File: src/rtl/v74x139_rr_arbiter.sv
// Round-robin arbiter sharing one 74x139 decoder half among four requesters.
// Drives the decoder select/enable, mirrors the active-low grant, and enforces hold timeout plus a one-cycle gap.
module v74x139_rr_arbiter #(
  parameter int MAX_HOLD = 15,
  parameter int CNT_W    = 4
) (
  input  logic       CLK,
  input  logic       RESET,
  input  logic [3:0] REQ,
  output logic       SEL_B,
  output logic       SEL_A,
  output logic       EN_L,
  output logic [3:0] GNT_L,
  output logic       BUSY,
  output logic       TIMEOUT,
  output logic [1:0] state_dbg
);

  typedef enum logic [1:0] {
    IDLE  = 2'd0,
    GRANT = 2'd1,
    GAP   = 2'd2
  } state_t;

  localparam logic [CNT_W-1:0] CNT_MAX   = '1;
  localparam logic [CNT_W-1:0] HOLD_LAST = CNT_W'(MAX_HOLD - 1);

  state_t           state;
  logic [1:0]       ptr;
  logic [1:0]       gidx;
  logic [CNT_W-1:0] hold_cnt;

  logic [1:0] pick;
  logic [1:0] idx_c;
  logic       req_any;
  logic       hold_hit;
  logic       release_req;

  // Scan from ptr upward; iterate farthest-first so the nearest requester is the final assignment.
  always_comb begin
    pick    = ptr;
    idx_c   = ptr;
    req_any = 1'b0;
    for (int off = 3; off >= 0; off--) begin
      idx_c = ptr + 2'(off);
      if (REQ[idx_c]) begin
        pick    = idx_c;
        req_any = 1'b1;
      end
    end
  end

  assign hold_hit    = (MAX_HOLD != 0) && (hold_cnt == HOLD_LAST);
  assign release_req = !REQ[gidx];

  always_ff @(posedge CLK or posedge RESET) begin
    if (RESET) begin
      state    <= IDLE;
      ptr      <= 2'd0;
      gidx     <= 2'd0;
      hold_cnt <= '0;
      EN_L     <= 1'b1;
      GNT_L    <= 4'b1111;
      BUSY     <= 1'b0;
      TIMEOUT  <= 1'b0;
    end else begin
      case (state)
        IDLE, GAP: begin
          TIMEOUT <= 1'b0;
          if (req_any) begin
            state    <= GRANT;
            gidx     <= pick;
            EN_L     <= 1'b0;
            GNT_L    <= ~(4'b0001 << pick);
            BUSY     <= 1'b1;
            hold_cnt <= '0;
          end else begin
            state <= IDLE;
            EN_L  <= 1'b1;
            GNT_L <= 4'b1111;
            BUSY  <= 1'b0;
          end
        end
        GRANT: begin
          if (release_req || hold_hit) begin
            // A voluntary release on the expiry edge is not reported as a timeout.
            state   <= GAP;
            ptr     <= gidx + 2'd1;
            EN_L    <= 1'b1;
            GNT_L   <= 4'b1111;
            BUSY    <= 1'b0;
            TIMEOUT <= !release_req;
          end else if (hold_cnt != CNT_MAX) begin
            hold_cnt <= hold_cnt + CNT_W'(1);
          end
        end
        default: begin
          state   <= IDLE;
          EN_L    <= 1'b1;
          GNT_L   <= 4'b1111;
          BUSY    <= 1'b0;
          TIMEOUT <= 1'b0;
        end
      endcase
    end
  end

  // Select lines keep the last granted index while EN_L is high.
  assign SEL_B     = gidx[1];
  assign SEL_A     = gidx[0];
  assign state_dbg = state;

endmodule
File: config.mk
export PLATFORM = sky130hd
export DESIGN_NAME = v74x139_rr_arbiter
export DESIGN_NICKNAME = d
export VERILOG_FILES = /design/src/rtl/v74x139_rr_arbiter.sv
export SDC_FILE = /design/constraint.sdc
export NUM_CORES = 1
export LEC_CHECK = 0
export BUFFER_PORTS_ARGS = -buffer_cell sky130_fd_sc_hd__buf_2
export CAP_MARGIN = 20
export CORE_MARGIN = 4
export CORE_UTILIZATION = 52
export DETAILED_ROUTE_END_ITERATION = 8
export MAX_ROUTING_LAYER = met4
export PLACE_DENSITY = 0.78
export SLEW_MARGIN = 40
export SYNTH_ARGS = -nofsm -noshare
export SYNTH_HDL_FRONTEND = slang
export SYNTH_SLANG_ARGS = --single-unit
File: constraint.sdc
create_clock -name CLK -period 2.05 [get_ports CLK]
set_input_delay 0.3075 -clock CLK [delete_from_list [all_inputs] [get_ports CLK]]
set_output_delay 0.3075 -clock CLK [all_outputs]
set_load 0.005 [all_outputs]
==> results of run 1 <==
==> routing by layer <==
metal	vias up	global-route usage [%]	wire, um
li1	348	-	-
met1	310	22.6	834
met2	12	20.4	691
met3	0	4.59	71
met4	0	2.69	0
met5	-	-	0
==> final timing paths <==
check	slack (ns)	end	depth (start not counted)	startpoint
max reg2reg	0.42	hold_cnt[3]	4	gidx[0]
min reg2reg	0.51	GNT_L[2]	1	GNT_L[2]
max	0.42	hold_cnt[3]	4	gidx[0]
max in group asynchronous	1.57	ptr[0]	2	RESET
min	0.08	BUSY	2	RESET
min in group CLK	0.41	GNT_L[2]	3	REQ[3]
==> final cells by class <==
cell class | instances | area share [%]
repair buffers | 16 | 8.09
flip-flops and latches | 17 | 43.6
well taps | 16 | 2.02
clock buffers | 3 | 2.28
inverters | 7 | 2.65
multi-input cells | 61 | 40.8
clock inverters | 1 | 0.506
==> critical path, cell delays in order, from the launching register on <==
cell	delay (ns)
dfrtp_1	0.45
mux4_2	0.56
and2_2	0.25
nand4_1	0.11
mux2i_1	0.19
==> synthesized netlist by cell type, types with 2 or more instances <==
cell type and number:
nand3_1 2, dfstp_2 5, ha_1 2, nand2_1 11
a2bb2oi_1 2, nor2_1 3, a21oi_1 4, dfrtp_1 12
o22a_1 4, inv_1 7, o21ai_0 6, mux2i_1 2
nor2b_1 4, o22ai_1 3
==> sequential cells by signal, indices dropped and copies added, names as in the netlist <==
| register | cells |
|---|---|
| GNT_L | 4 |
| hold_cnt | 4 |
| gidx | 2 |
| ptr | 2 |
| state_dbg | 2 |
| BUSY | 1 |
| EN_L | 1 |
| TIMEOUT | 1 |
==> power breakdown <==
part           internal, mW  switching (mW)  leakage, nW
Sequential            0.491           0.118        0.207
Clock                0.0724           0.104       0.0177
Combinational         0.291           0.298        0.241
==> cells in the final DEF, fill, tap and decap left out, types with 3 or more instances in the layout <==
master,synthesis,routed
buf_2,1,16
dfrtp_1,12,12
nand2_1,11,11
inv_1,7,7
o21ai_0,6,6
dfstp_2,5,5
nor2b_1,4,4
a21oi_1,4,4
o22a_1,4,4
o22ai_1,3,3
nor2_1,3,3
clkbuf_4,0,3
==> cell families (layout without fill, tap and decap cells) <==
kind of cell / after synthesis / after routing / synth area share, %
AND/OR/NAND/NOR: 30 / 30 / 18.8
AO/OA/AOI/OAI: 25 / 25 / 19.1
flip-flops: 17 / 17 / 49.8
buffers and inverters: 8 / 27 / 3.61
multiplexers: 3 / 3 / 4.91
adder cells (fa/ha/maj): 2 / 2 / 2.89
XOR/XNOR: 1 / 1 / 1.01
==> metrics by stage <==
| step | hold slack [ns] | power [mW] | instance area, um^2 | std cells |
|---|---|---|---|---|
| 3_5_place_dp | 0.418 | 1.20 | 962 | 117 |
| 6_report | 0.0786 | 1.37 | 990 | 121 |
| 3_3_place_gp | 0.403 | 1.19 | 962 | 117 |
| 2_1_floorplan | 0.230 | 1.02 | 867 | 86 |
| 4_1_cts | 0.0963 | 1.38 | 990 | 121 |
| 5_1_grt | 0.112 | 1.51 | 990 | 121 |
==> flow_summary.toml, run 1 <==
[run_status]
outcome = "completed"

[placed_design]
gp_congestion = 0.856
dp_hpwl_um = 1230
dp_slack_ns = 0.427
portBuffers = 16

[global_routing]
grt_max_degree = 18
grt_pass1_vias = 618
track_usage_pct = 15.2
antenna_found_initial = 0
grt_pass1_wl_um = 2860
gr-total-overflow = 0

[cells_and_area]
multiInputGateArea_um2 = 404
n_fill_cell = 136
area_delta_synth_final_pct = 14.1
num_antenna_cells = 0
fin_nets = 114
final_util_pct = 64.2
layout-drive-gt1-share_pct = 28.6
seqCellArea_um2 = 432

[synth]
synth_top_cell_by_area = "dfrtp_1"
synth_top_area_share_pct = 34.6
ys_types = 33
syn-instance-count = 86
synthArstFlopShare_pct = 100
yosys_warnings = 0
syn-cell-area_um2 = 867
yosys_most_used_dff = "dfrtp_1"
syn_avg_cell_area_um2 = 10.1
synthTopCellsByArea = "dfrtp_1 35%, dfstp_2 15%, nand2_1 4.8%"
syn-num-nets = 94
synth_edf_count = 0
ys_seq_area_share_pct = 49.8
ys_seq_elements = 17

[timing]
relSlewSlack_pct = 59.1
rsz0062_at_grt = "false"
post-route-period-util_pct = 79.5
finalClockSkew_ns = 0.00525
maxSlewViolCount = 0
timing.setup.tns_ns = 0
post-route-min-period_ns = 1.63
worst_pin_slew_ns = 0.613
setup_slack_ns = 0.421
hold_viol = 0
setup_viol = 0
fmax_mhz = 614

[detailed_routing]
drc = 0
routed_wl_um = 1600
routedWlPerCell_um = 13.2
drtAntennaViolNets = 0
via_per_inst = 5.54
route.vias.total = 670
drt_iter0_drc = 9
drtPass1Iterations = 4

[clocking]
htreeDepth = 1
cts_resized = 0
cts_buffers = 3
cts_num_sinks = 17
cts-root-buf = "clkbuf_4"
clkTransAtPathRegs_ns = 0.10
postCtsSetupBuffers = 0
postCtsHoldBufs = 0
clock_latency_ns = 0.29
cts_tree = "done"
cts_buffer_depth = 2

[hold_path]
min_path_type = "input port to async pin"

[pwr]
ir_drop_v = 0.000724
p_leak_nw = 0.465
power_density_nw_per_um2 = 1390

[setup_path]
cp.arrival_ns = 1.85
worst_ep_required_time_ns = 2.27
crit_path_end_kind = "register"
critical_path.max_fanout = 5
crit_type = "register to register"
worst_setup_path_start_kind = "register"

[job]
cap_viol_max_count = 0

[die]
dieArea_um2 = 2380
core_area_um2 = 1540
rows = 14
fp.dieW_um = 48.8
initial_core_util_pct = 56.3
ios = 17
die_y_um = 48.8
Note: power is estimated with default switching activity, not from simulation.
==> run 2, diff against run 1 <==
--- a/config.mk
+++ b/config.mk
@@ -8,10 +8,10 @@
 export BUFFER_PORTS_ARGS = -buffer_cell sky130_fd_sc_hd__buf_2
 export CAP_MARGIN = 20
 export CORE_MARGIN = 4
-export CORE_UTILIZATION = 52
+export CORE_UTILIZATION = 47
 export DETAILED_ROUTE_END_ITERATION = 8
 export MAX_ROUTING_LAYER = met4
-export PLACE_DENSITY = 0.78
+export PLACE_DENSITY = 0.74
 export SLEW_MARGIN = 40
 export SYNTH_ARGS = -nofsm -noshare
 export SYNTH_HDL_FRONTEND = slang
==> constraint.sdc (replaced) <==
create_clock -name CLK -period 1.3 [get_ports CLK]
set_input_delay 0.195 -clock CLK [delete_from_list [all_inputs] [get_ports CLK]]
set_output_delay 0.195 -clock CLK [all_outputs]
set_load 0.005 [all_outputs]
==> run 2 against run 1 <==
  * Largest cell class is now multi-input combinational cells
  * Largest power group is now combinational logic
  * The run now ends with setup timing left
  * Utilization up 4.0 points
  * Clock skew down 0.0044 ns
  * Critical path depth unchanged
==> flow_summary.toml, run 2 (same netlist as run 1, synthesis figures left out) <==
[run_status]
outcome = "finished with violations"
violations = "setup timing"

[global_routing]
grt_max_degree = 18
grt_pass1_wl_um = 3680
grt_pass1_vias = 825
antenna_found_initial = 0
gr-total-overflow = 0
track_usage_pct = 19.4

[timing]
maxSlewViolCount = 0
worst_pin_slew_ns = 0.332
rsz0062_at_grt = "true"
finalClockSkew_ns = 0.000827
fmax_mhz = 659
setup_slack_ns = -0.218
post-route-min-period_ns = 1.52
relSlewSlack_pct = 77.6
hold_viol = 0
setup_viol = 14
post-route-period-util_pct = 117

[clocking]
cts_tree = "done"
clock_latency_ns = 0.28
cts_buffers = 3
htreeDepth = 1
cts_buffer_depth = 2
cts_num_sinks = 17
clkTransAtPathRegs_ns = 0.09
cts-root-buf = "clkbuf_4"

[detailed_routing]
route.vias.total = 769
drtAntennaViolNets = 0
via_per_inst = 5.16
drtPass1Iterations = 4
drc = 0
drt_iter0_drc = 15
routed_wl_um = 2010
routedWlPerCell_um = 13.5

[setup_path]
crit_path_end_kind = "register"
crit_type = "register to register"
worst_ep_required_time_ns = 1.51
critical_path.max_fanout = 6
worst_setup_path_start_kind = "register"
r2r_cells = 4
cp.arrival_ns = 1.73
timing.rr.end = "hold_cnt[1]"
r2r-start = "gidx[0]"
reg2reg_slack_ns = -0.22

[die]
fp.dieW_um = 51.0
die_y_um = 51.0
core_area_um2 = 1750
rows = 15
initial_core_util_pct = 49.7
dieArea_um2 = 2600
ios = 17

[cells_and_area]
layout_commonest_cell = "buf_4"
area_delta_synth_final_pct = 37.4
largestRegisters = "GNT_L x4, hold_cnt x4"
final_util_pct = 68.2
layout_common_cells = "18 x buf_4, 16 x buf_2, 12 x dfrtp_1"
num_antenna_cells = 0
fin_nets = 133
layout-drive-gt1-share_pct = 44.4

[hold_path]
min_path_type = "input port to register"
hold_end = "GNT_L[2]"
hold_depth = 4
worstHoldStart = "REQ[3]"

[placed_design]
dp_slack_ns = -0.183
portBuffers = 16
dp_hpwl_um = 1540
gp_congestion = 0.810

[pwr]
power_density_nw_per_um2 = 2160
p_leak_nw = 0.565
ir_drop_v = 0.00143

[job]
cap_viol_max_count = 0
[run 2: cell count changes in the layout (fill, tap and decap cells not counted), moves of 2 or more]
| cell | previous run | this run |
|---|---|---|
| buf_4 | 0 | 18 |
| o21ai_0 | 6 | 4 |
| a2bb2oi_1 | 2 | 0 |
| a2bb2oi_2 | 0 | 2 |
[run 2: area by class of cell]
class	count	area, um^2
timing repair buffer	35	225
fill	150	554
tap	25	31.3
clock buffer	4	26.3
multi-input combinational	61	450
inverter	7	26.3
sequential	17	432
[run 2: critical path, cell delays in order (launching register included)]
cell and delay, ns:
dfrtp_1 0.38, mux4_2 0.55, a21o_4 0.25, and2_4 0.16
o22ai_1 0.11
[run 2: stage by stage]
stage	std cells	hold WS (ns)	setup TNS (ns)	power [mW]	instance area (um^2)
3_5_place_dp	143	0.212	-1.48	2.18	1110
6_report	149	0.387	-1.84	2.58	1190
2_1_floorplan	86	0.117	-1.58	1.67	881
5_1_grt	149	0.385	-2.72	2.80	1190
4_1_cts	149	0.383	-1.40	2.55	1180
3_3_place_gp	143	0.209	-0.808	2.13	1110
[run 2: power by group]
| group | switching (mW) | leakage, nW | total, mW | internal [mW] |
|---|---|---|---|---|
| logic | 0.654 | 0.343 | 1.38 | 0.727 |
| clock network | 0.160 | 0.0150 | 0.279 | 0.119 |
| registers | 0.143 | 0.207 | 0.917 | 0.775 |
[run 2: repair_timing]
action,CTS,global route
hold buffers,1,0
hold endpoints to repair,12,0
pin swaps,4,2
setup endpoints to repair,14,15
buffers inserted,1,2
gates resized for setup,5,3
[run 2: worst max-delay path by stage]
stage,slack (ns),depth (start not counted),startpoint,to
2_1_floorplan,-0.21,4,gidx[0],hold_cnt[0]
3_3_place_gp,-0.14,4,gidx[0],hold_cnt[0]
3_5_place_dp,-0.18,4,gidx[0],hold_cnt[1]
4_1_cts,-0.20,4,gidx[0],hold_cnt[1]
5_1_grt,-0.28,4,gidx[0],hold_cnt[3]
6_report,-0.22,4,gidx[0],hold_cnt[1]
[run 2: layer usage]
| metal | routed length, um | track usage (%) |
|---|---|---|
| met1 | 885 | 23.2 |
| met2 | 1020 | 31.5 |
| met5 | 0 | - |
| met3 | 94 | 4.66 |
| met4 | 10 | 7.17 |
==> run 3, diff against run 2 <==
--- a/config.mk
+++ b/config.mk
@@ -5,13 +5,14 @@
 export SDC_FILE = /design/constraint.sdc
 export NUM_CORES = 1
 export LEC_CHECK = 0
+export ABC_CLOCK_PERIOD_IN_PS = 1300
 export BUFFER_PORTS_ARGS = -buffer_cell sky130_fd_sc_hd__buf_2
 export CAP_MARGIN = 20
 export CORE_MARGIN = 4
 export CORE_UTILIZATION = 47
 export DETAILED_ROUTE_END_ITERATION = 8
 export MAX_ROUTING_LAYER = met4
-export PLACE_DENSITY = 0.74
+export PLACE_DENSITY = 0.7
 export SLEW_MARGIN = 40
 export SYNTH_ARGS = -nofsm -noshare
 export SYNTH_HDL_FRONTEND = slang
==> run 3 against run 2 <==
  * The run still ends with setup timing left
  * Utilization grew 1.6 points
  * Clock power is essentially flat
  * Global-route usage shrank 2.5 points
  * Register-to-register slack gained 0.04 ns
  * Worst hold slack lost 0.019 ns
  * Critical path type unchanged
  * Largest cell class unchanged
==> flow_summary.toml, run 3 (same netlist as run 1, synthesis figures left out) <==
[run_status]
outcome = "finished with violations"
violations = "setup timing"

[cells_and_area]
fin_area_um2 = 1220
final_util_pct = 69.8
layout_common_cells = "20 x buf_4, 16 x buf_2, 12 x dfrtp_1"
num_antenna_cells = 0
largestRegisters = "GNT_L x4, hold_cnt x4"
n_fill_cell = 139
layout-drive-gt1-share_pct = 46.0
area_delta_synth_final_pct = 40.5
fin_nets = 135
layout_commonest_cell = "buf_4"

[die]
dieArea_um2 = 2600
rows = 15
ios = 17
core_area_um2 = 1750
fp.dieW_um = 51.0
die_y_um = 51.0
initial_core_util_pct = 49.7

[timing]
fmax_mhz = 676
rsz0062_at_grt = "true"
setup_slack_ns = -0.180
post-route-min-period_ns = 1.48
relSlewSlack_pct = 77.7
post-route-period-util_pct = 114
hold_viol = 0
setup_viol = 14
holdWs_ns = 0.368
finalClockSkew_ns = 0.00137
worst_pin_slew_ns = 0.335
maxSlewViolCount = 0

[placed_design]
dpl-instance-area_um2 = 1110
gp_congestion = 0.775
dp_slack_ns = -0.165
dp_hpwl_um = 1450
portBuffers = 16

[setup_path]
worst_setup_path_start_kind = "register"
worst_ep_required_time_ns = 1.52
crit_path_end_kind = "register"
cp.arrival_ns = 1.70
crit_type = "register to register"
critical_path.max_fanout = 6

[clocking]
clock_latency_ns = 0.29
cts-root-buf = "clkbuf_4"
cts_num_sinks = 17
cts_buffers = 3
cts_buffer_depth = 2
cts_tree = "done"
clkTransAtPathRegs_ns = 0.10
htreeDepth = 1

[detailed_routing]
route.vias.total = 771
drtPass1Iterations = 5
routedWlPerCell_um = 12.6
drt_iter0_drc = 15
drtAntennaViolNets = 0
drc = 0
routed_wl_um = 1900
via_per_inst = 5.11

[global_routing]
grt_pass1_wl_um = 3230
grt_max_degree = 18
track_usage_pct = 16.8
gr-total-overflow = 0
antenna_found_initial = 0
grt_pass1_vias = 750

[pwr]
ir_drop_v = 0.00136
power_density_nw_per_um2 = 2150
p_leak_nw = 0.579
power.total_mw = 2.62

[hold_path]
min_path_type = "input port to register"

[job]
cap_viol_max_count = 0
==> run 3: stage by stage <==
step	instances	TNS (ns)
floorplan	86	-1.58
global placement	143	-0.833
detailed placement	143	-1.03
CTS	148	-1.26
global route	151	-2.41
finish	151	-1.17
==> run 3: cell type report <==
class	instances	area, um^2	area share, %
clock buffers	4	26.3	2.16
inverters	7	26.3	2.16
multi-input cells	61	463	38.0
flip-flops and latches	17	432	35.4
well taps	25	31.3	2.57
repair buffers	37	240	19.7
==> run 3: path summary, 6_finish.rpt <==
path                       depth (start not counted)  slack [ns]  startpoint           to
max                                                4       -0.18     gidx[0]  hold_cnt[0]
min                                                4        0.37      REQ[3]      gidx[1]
max reg2reg                                        4       -0.18     gidx[0]  hold_cnt[0]
min reg2reg                                        1        0.52    GNT_L[2]     GNT_L[2]
max in group asynchronous                          4        0.62       RESET         EN_L
min in group asynchronous                          4        0.44       RESET      TIMEOUT
==> run 3: per-layer routing <==
metal,vias up,GRT usage [%],wire [um]
met5,-,-,0
met4,0,8.97,38
met3,4,2.04,78
met2,18,26.6,912
met1,363,21.1,869
li1,386,-,-
==> run 3: timing repair <==
action	in CTS	in global routing
gates resized for setup	3	8
hold buffers	1	0
pin swaps	3	3
setup endpoints to repair	14	15
endpoints found under the hold margin	12	0
buffers inserted	0	3
cloned	0	0
==> run 3: worst max-delay path, cell delays in order, from the launching register on <==
cell and delay, ns:
dfrtp_1 0.38, mux4_2 0.53, a21o_1 0.22, and2_4 0.17
mux2i_1 0.12
==> run 3: where the power goes <==
| part | total [mW] | switching (mW) | leakage, nW | internal (mW) |
|---|---|---|---|---|
| registers | 0.912 | 0.137 | 0.207 | 0.774 |
| clock network | 0.282 | 0.163 | 0.0150 | 0.119 |
| logic | 1.43 | 0.666 | 0.357 | 0.762 |
| total | 2.62 | 0.966 | 0.579 | 1.66 |
